==> src/rtl/accum_sequencer.sv <==
// -----------------------------------------------------------------------------
// accum_sequencer
//
// Counter-controlled accumulator with a start/done handshake.
//
// Operation: a start pulse loads a cycle count. The block then adds or
// subtracts the live data_in once per clock until the count reaches zero.
// It reports busy, done and a sticky overflow/underflow flag.
//
// Parameters:
//   DATA_W : width of data_in. This is an unsigned addend/subtrahend.
//   CNT_W  : width of count_in and count_out. The longest run is
//            2^CNT_W-1 cycles.
//   SUM_W  : width of the accumulator. It must be >= DATA_W.
//
// Ports:
//   CLOCK     in   system clock; all state updates on the rising edge
//   RESETn    in   synchronous, active-low reset; overrides every other input
//   start     in   begins a run; sampled only in IDLE or DONE
//   mode      in   0 = add, 1 = subtract; latched at start
//   count_in  in   number of accumulate cycles; latched at start
//   data_in   in   operand; sampled live on every RUN cycle
//   sum       out  accumulator value (unsigned)
//   count_out out  cycles remaining in the current run
//   busy      out  high while in RUN
//   done      out  high while in DONE
//   ovf       out  sticky overflow/borrow flag for the current run
//
// Build option:
//   ACCUM_SATURATE_EN : when defined, an overflowing add clamps sum to
//                       2^SUM_W-1 and a borrowing subtract clamps sum to 0.
//                       When undefined, sum wraps modulo 2^SUM_W.
// -----------------------------------------------------------------------------
module accum_sequencer #(
   parameter int DATA_W = 5,
   parameter int CNT_W  = 5,
   parameter int SUM_W  = 10
) (
   input  logic              CLOCK,
   input  logic              RESETn,
   input  logic              start,
   input  logic              mode,
   input  logic [CNT_W-1:0]  count_in,
   input  logic [DATA_W-1:0] data_in,
   output logic [SUM_W-1:0]  sum,
   output logic [CNT_W-1:0]  count_out,
   output logic              busy,
   output logic              done,
   output logic              ovf
);

   typedef enum logic [1:0] {
      S_IDLE = 2'd0,
      S_RUN  = 2'd1,
      S_DONE = 2'd2
   } state_t;

   state_t state;
   logic   mode_q;

   // One extra bit is kept above the accumulator. For an add, this bit is
   // the carry out. For a subtract, it is the borrow: the magnitude of data_in
   // never exceeds 2^SUM_W-1, so bit SUM_W is set exactly when the true
   // result is negative.
   function automatic logic [SUM_W:0] acc_raw(
      input logic [SUM_W-1:0]  acc,
      input logic [DATA_W-1:0] d,
      input logic              sub
   );
      logic [SUM_W:0] a_ext;
      logic [SUM_W:0] d_ext;
      a_ext = {1'b0, acc};
      d_ext = '0;
      d_ext[DATA_W-1:0] = d;
      return sub ? (a_ext - d_ext) : (a_ext + d_ext);
   endfunction

`ifdef ACCUM_SATURATE_EN
   // Clamp to the rail that the operation ran past.
   function automatic logic [SUM_W-1:0] acc_sat(
      input logic [SUM_W:0] raw,
      input logic           sub
   );
      if (raw[SUM_W]) begin
         return sub ? '0 : '1;
      end
      return raw[SUM_W-1:0];
   endfunction
`endif

   logic [SUM_W:0]   raw_p0;
   logic [SUM_W-1:0] sum_nxt_p0;
   logic             ovf_hit_p0;

   // ---- combinational next-accumulator stage ----
   always_comb begin
      raw_p0     = acc_raw(sum, data_in, mode_q);
      ovf_hit_p0 = raw_p0[SUM_W];
`ifdef ACCUM_SATURATE_EN
      sum_nxt_p0 = acc_sat(raw_p0, mode_q);
`else
      sum_nxt_p0 = raw_p0[SUM_W-1:0];
`endif
   end

   // ---- registered control and accumulator stage ----
   always_ff @(posedge CLOCK) begin
      if (!RESETn) begin
         state     <= S_IDLE;
         sum       <= '0;
         count_out <= '0;
         mode_q    <= 1'b0;
         busy      <= 1'b0;
         done      <= 1'b0;
         ovf       <= 1'b0;
      end else begin
         case (state)
            // DONE accepts a restart exactly like IDLE does.
            S_IDLE, S_DONE: begin
               if (start) begin
                  count_out <= count_in;
                  sum       <= '0;
                  ovf       <= 1'b0;
                  mode_q    <= mode;
                  if (count_in != '0) begin
                     state <= S_RUN;
                     busy  <= 1'b1;
                     done  <= 1'b0;
                  end else begin
                     // A zero-length run goes straight to DONE with sum=0.
                     state <= S_DONE;
                     busy  <= 1'b0;
                     done  <= 1'b1;
                  end
               end
            end

            S_RUN: begin
               sum       <= sum_nxt_p0;
               count_out <= count_out - CNT_W'(1);
               if (ovf_hit_p0) begin
                  ovf <= 1'b1;
               end
               if (count_out == CNT_W'(1)) begin
                  state <= S_DONE;
                  busy  <= 1'b0;
                  done  <= 1'b1;
               end
            end

            default: begin
               state <= S_IDLE;
               busy  <= 1'b0;
               done  <= 1'b0;
            end
         endcase
      end
   end

endmodule

==> config.mk <==
export PLATFORM = sky130hd
export DESIGN_NAME = accum_sequencer
export DESIGN_NICKNAME = d
export VERILOG_FILES = /design/src/rtl/accum_sequencer.sv
export SDC_FILE = /design/constraint.sdc
export NUM_CORES = 1
export LEC_CHECK = 0
export CAP_MARGIN = 20
export CORE_ASPECT_RATIO = 0.75
export CORE_UTILIZATION = 40
export CTS_CLUSTER_SIZE = 40
export DETAILED_ROUTE_END_ITERATION = 6
export GPL_ROUTABILITY_DRIVEN = 0
export HOLD_SLACK_MARGIN = 0.03
export PLACE_DENSITY = 0.64
export SYNTH_ARGS = -nofsm -noshare
export SYNTH_HDL_FRONTEND = slang
export SYNTH_SLANG_ARGS = --single-unit
==> constraint.sdc <==
create_clock -name CLOCK -period 2.35 [get_ports CLOCK]
set_input_delay 0.47 -clock CLOCK [delete_from_list [all_inputs] [get_ports CLOCK]]
set_output_delay 0.47 -clock CLOCK [all_outputs]
set_load 0.05 [all_outputs]
==> reports/results.txt, run 1 <==
status: finished, final reports clean
worst slack, placed: -0.983 ns
Via Count: 1,463
initial antenna violation count: 0
Seq. cell area: 400 µm²
critical path class: input port to flip-flop
ant diodes: 0
Synth area leaders: dfxtp_1 (28%), ha_1 (13%), nor2b_1 (6.2%), a21oi_1 (4.6%), nor2_1 (4.5%)
final worst setup slack: 0.0665 ns
most frequent cells in the layout: clkdlybuf4s50_1 (26), buf_4 (26), dfxtp_1 (20)
fraction of layout cells with a size suffix above 1: 24.3%
full die area: 0.00380 mm²
drt drc: 0
total power: 0.00118 W
clk buf depth: 2
GR peak layer: met2
root buf cell: clkbuf_8
CTS buffer count: 3
fin cells: 270
GRT Util Overall: 23.0%
Min-Delay Path Class: flip-flop to flip-flop
Starting Density: 42.7%
CTS clk-pin slew, worst paths: 0.08 ns
CP Max Fanout: 4
max_cap viols: 0
Core Area: 0.00333 mm²
Die Ht: 53.7 µm
DRT Wirelength: 4010 µm
grt met1 use: 31.6%
fin nets: 261
period utilization: 97.2%
Die W: 70.9 µm
worst-margin pin slew: 0.512 ns
Yosys top cell area share: 28.1%
reg2reg setup slack: 0.19 ns
synthesized instance count: 176
met2 GRT Util: 38.1%
Iter 0 DRT Violations: 82
Area Growth Syn to Fin: 49.3%
synth unique cells: 41
Synth Area per Inst: 8.09 µm²
CTS tree: yes
placed insts: 262
area leader, netlist: dfxtp_1
#FFs+latches synth: 20
H-tree depth: 1
area of the multi-input gates: 0.00106 mm²
Netlist Area Pre-Place: 0.00142 mm²
DR pass1 iterations: 6
synthesized net count: 206
Req. time, crit path: 2.56 ns
worst rel slew slack: 65.8%
clock insertion delay at the later pin of the skew report: 0.26 ns
met3 usage: 5.06%
Sink Count: 20
sequential fraction of the synthesis area: 28.1%
DR vias/cell: 5.42
Startpoint Class: input port
GRT Residual Overflow: 0
largest net degree at the start of global routing: 19
DR WL/cell: 14.8 µm
Fill cells: 285
Slew Viols, Final: 0
Routed Antenna Nets: 0
WHS: 0.483 ns
skew final: 0.00568 ns
WP data arrival: 2.49 ns
maximum VDD drop: 0.324 mV
Critical Path Sink Type: flip-flop
final setup fails: 0
Ys Warns: 0
Leakage: 0.900 nW
PortBufs: 31
Power Density: 556 mW/mm²
fmax: 0.438 GHz
RSZ-0062 raised after global routing: true
# rows: 18
setup TNS: 0 ns
final hold vios: 0
number of hold buffers added after cts: 0
total I/O pin count: 32
DP Wirelength: 3050 µm
fin crit period: 2.28 ns
number of global-route vias before repair: 1,386
first-pass GRT wire length: 6560 µm
-- synth_stat cells --
cell type  number
or2_2           1
and2_1          1
o21ai_2         1
a21boi_0        6
xnor2_1         6
o21ai_1         1
o31ai_1         1
o21bai_1        1
nand4_1         4
or4b_1          1
o221ai_1        1
nand2b_1        7
nor4b_1         1
and3_1          1
a211oi_1        2
mux2i_1         1
o211ai_1        1
a41o_1          2
ha_1           15
nand2_1        10
nor3_1          4
a21o_1          1
o21ai_0         7
xor2_1          2
mux2_2          1
clkbuf_1        5
dfxtp_1        20
nand3b_1        1
a21oi_1        13
nor4_1          1
a22oi_1         5
nor2b_1        14
a32oi_1         1
a31oi_1         2
a221oi_1        2
nand3_1         3
buf_2           2
nor2_1         17
o311ai_0        1
inv_1           9
fa_1            1
-- through the flow --
stage,util (%),area (µm²)
floorplan,-,1470
global placement,59.0,1970
detailed placement,59.0,1970
CTS,62.0,2070
global route,63.8,2130
finish,63.8,2130
-- layer usage --
metal	part of all wire (%)	routed length [µm]
met1	46	1860
met2	48	1930
met3	5.0	202
met4	0.35	14
met5	0	0
-- repair_timing --
action	in CTS	in global routing
endpoints found under the setup margin	9	5
resized for setup	26	15
pin swaps	9	8
setup buffers	4	0
-- logic make-up after synthesis --
kind of cell	count (synthesis)	synth area share (%)
flip-flops	20	28.1
AO/OA/AOI/OAI	48	22.3
adder cells (fa/ha/maj)	16	14.6
buffers and inverters	16	4.39
AND/OR/NAND/NOR	66	24.2
XOR/XNOR	8	4.92
multiplexers	2	1.49
-- cell type report --
class	instances	share of cell area, %
multi-input combinational	140	49.9
clock buffer	4	2.59
inverter	9	2.53
timing repair buffer	57	23.8
tap	40	2.35
sequential	20	18.8
-- report_power, final --
part	total [W]	switching [W]	leakage (nW)	internal, W
Sequential	0.000399	0.0000308	0.164	0.000368
Combinational	0.000512	0.000288	0.708	0.000224
Clock	0.000272	0.000122	0.0288	0.000149
-- registers in the layout, summed over array words and instances (netlist names) --
signal and cells:
busy 1, count_out 5, done 1, mode_q 1
ovf 1, state 1, sum 10
-- critical path, cell delays in order --
cell and delay (ns):
buf_6 0.09, inv_8 0.03, ha_4 0.16, nand2_4 0.07
inv_2 0.04, ha_4 0.25, mux2i_2 0.07, ha_1 0.34
nand2_1 0.08, o21ai_2 0.18, a31oi_2 0.12, or4b_1 0.51
nand3_1 0.08
-- final timing paths --
path,start,cells past startpoint,to
worst max-delay path,data_in[0],13,sum[9]
worst max register to register,mode_q,9,sum[9]
worst min register to register,ovf,2,ovf
worst min-delay path,ovf,2,ovf
Power figures use the tool's default switching activity.
==> run 2: changes to the inputs <==
CORE_UTILIZATION = 45   (was 40)
GPL_TIMING_DRIVEN = 0   (was unset)
PLACE_DENSITY = 0.71   (was 0.64)
==> run 2 against run 1 <==
Register-to-register slack got worse by 0.13 ns. Sequential power barely moved. Die area fell by 11%. Critical path type unchanged.
==> reports/results.txt, run 2 (synthesized netlist as in run 1, its figures left out) <==
CTS buffer count: 3 (unchanged)
skew final: 0.00715 ns (+0.00147 ns)
max reg flops: 10 (unchanged)
most common cell after layout, fill and taps aside: clkdlybuf4s50_1
final hold vios: 0 (unchanged)
H-tree depth: 1 (unchanged)
Power Density: 574 mW/mm² (+3.1%)
grt met1 use: 34.4% (+2.8 points)
CTS tree: yes
critical path class: input port to flip-flop
Critical Path Sink Type: flip-flop
# rows: 17 (-1)
Largest Register: sum
Core Area: 0.00298 mm² (-11%)
Iter 0 DRT Violations: 105 (+28%)
Final Util: 67.5% (+3.7 points)
period utilization: 99.8% (+2.7 points)
largest registers: sum: 10 flops, count_out: 5 flops
max_cap viols: 0 (unchanged)
CP Max Fanout: 4 (unchanged)
final setup fails: 0 (unchanged)
met2 GRT Util: 40.4% (+2.3 points)
fraction of layout cells with a size suffix above 1: 17.1% (-7.3 points)
Die W: 67.0 µm (-5.6%)
DR WL/cell: 15.5 µm (+4.5%)
CTS clk-pin slew, worst paths: 0.08 ns (about the same)
Slew Viols, Final: 0 (unchanged)
status: finished, final reports clean
met3 usage: 6.14% (+1.1 points)
number of global-route vias before repair: 1,376 (-0.72%)
initial antenna violation count: 0 (unchanged)
Starting Density: 47.8% (+5.1 points)
full die area: 0.00340 mm² (-11%)
worst rel slew slack: 66.5% (+0.78 points)
Leakage: 0.812 nW (-9.9%)
first-pass GRT wire length: 6430 µm (-1.9%)
clk buf depth: 2 (unchanged)
Via Count: 1,478 (+1.0%)
root buf cell: clkbuf_8
DR vias/cell: 5.80 (+7.0%)
GRT Util Overall: 25.4% (+2.3 points)
PortBufs: 31 (unchanged)
DP Wirelength: 2890 µm (-5.2%)
fin nets: 248 (-5.0%)
DRT Wirelength: 3960 µm (-1.3%)
Area Growth Syn to Fin: 41.2%
clock insertion delay at the later pin of the skew report: 0.26 ns (about the same)
total power: 0.00115 W (-2.5%)
fin crit period: 2.35 ns (+0.0627 ns)
Min-Delay Path Class: flip-flop to flip-flop
fmax: 0.426 GHz (-2.7%)
worst-margin pin slew: 0.500 ns (-0.0117 ns)
Die Ht: 50.7 µm (-5.5%)
drt drc: 0 (unchanged)
GR peak layer: met2
Sink Count: 20 (unchanged)
GRT Residual Overflow: 0 (unchanged)
Startpoint Class: input port
WP data arrival: 2.55 ns (+0.06 ns)
most frequent cells in the layout: clkdlybuf4s50_1 (26), dfxtp_1 (19), nor2_1 (16)
largest net degree at the start of global routing: 12 (-7)
total I/O pin count: 32 (unchanged)
RSZ-0062 raised after global routing: true
ant diodes: 0 (unchanged)
Routed Antenna Nets: 0 (unchanged)
DR pass1 iterations: 4 (-2)
maximum VDD drop: 0.429 mV (+32%)
Req. time, crit path: 2.55 ns (about the same)
## run 2: cell type report
cell class / instances / area, µm²
Buffer: 6 / 25.0
Timing Repair Buffer: 38 / 372
Fill cell: 257 / 967
Clock buffer: 4 / 55.1
Sequential cell: 20 / 402
Inverter: 9 / 53.8
Tap cell: 38 / 47.5
Multi-Input combinational cell: 140 / 1060
## run 2: what timing repair did
| action | CTS | global route |
|---|---|---|
| hold buffers | 0 | 0 |
| gates resized for setup | 28 | 15 |
| endpoints found under the setup margin | 9 | 6 |
| cloned | 0 | 0 |
| pin swaps | 6 | 14 |
| buffers inserted | 4 | 3 |
| endpoints found under the hold margin | 0 | 0 |
## run 2: path summary, 6_finish.rpt
path / endpoint / slack [ns] / startpoint / cells past startpoint
max: sum[9] / 0.004 / data_in[1] / 13
min: busy / 0.49 / busy / 2
max reg2reg: sum[9] / 0.06 / mode_q / 11
min reg2reg: busy / 0.49 / busy / 2
## run 2: worst max-delay path, cell delays in order
cell and delay (ns):
buf_12 0.10, inv_12 0.03, ha_4 0.15, nand2_4 0.06, inv_2 0.04, ha_4 0.25, mux2i_1 0.06, ha_1 0.35
nand2_1 0.09, o21ai_2 0.23, a31oi_2 0.13, or4b_1 0.51, nand3_1 0.09
## run 2: layer usage
metal	vias up	wire length, µm	share of wire [%]
met2	55	1790	45
met3	8	244	6.2
met1	702	1880	47
met4	0	48	1.2
met5	-	0	0
li1	713	-	-
## run 2: power breakdown
part / switching (W) / total (W) / internal (W)
sequential: 0.0000333 / 0.000401 / 0.000368
clock: 0.000124 / 0.000274 / 0.000149
combinational: 0.000284 / 0.000479 / 0.000195
total: 0.000442 / 0.00115 / 0.000712
## run 2: metrics by stage
step	hold slack [ns]	instances	worst slack (ns)	area (µm²)	TNS, ns
final	0.492	255	0.00384	2010	0
after global routing	0.527	255	-0.0946	2010	-0.149
after CTS	0.499	252	0.00186	1950	0
after detailed placement	0.481	245	-0.958	1830	-6.73
after floorplan	0.615	176	-0.00899	1470	-0.00899
after global placement	0.466	245	-0.932	1830	-6.30
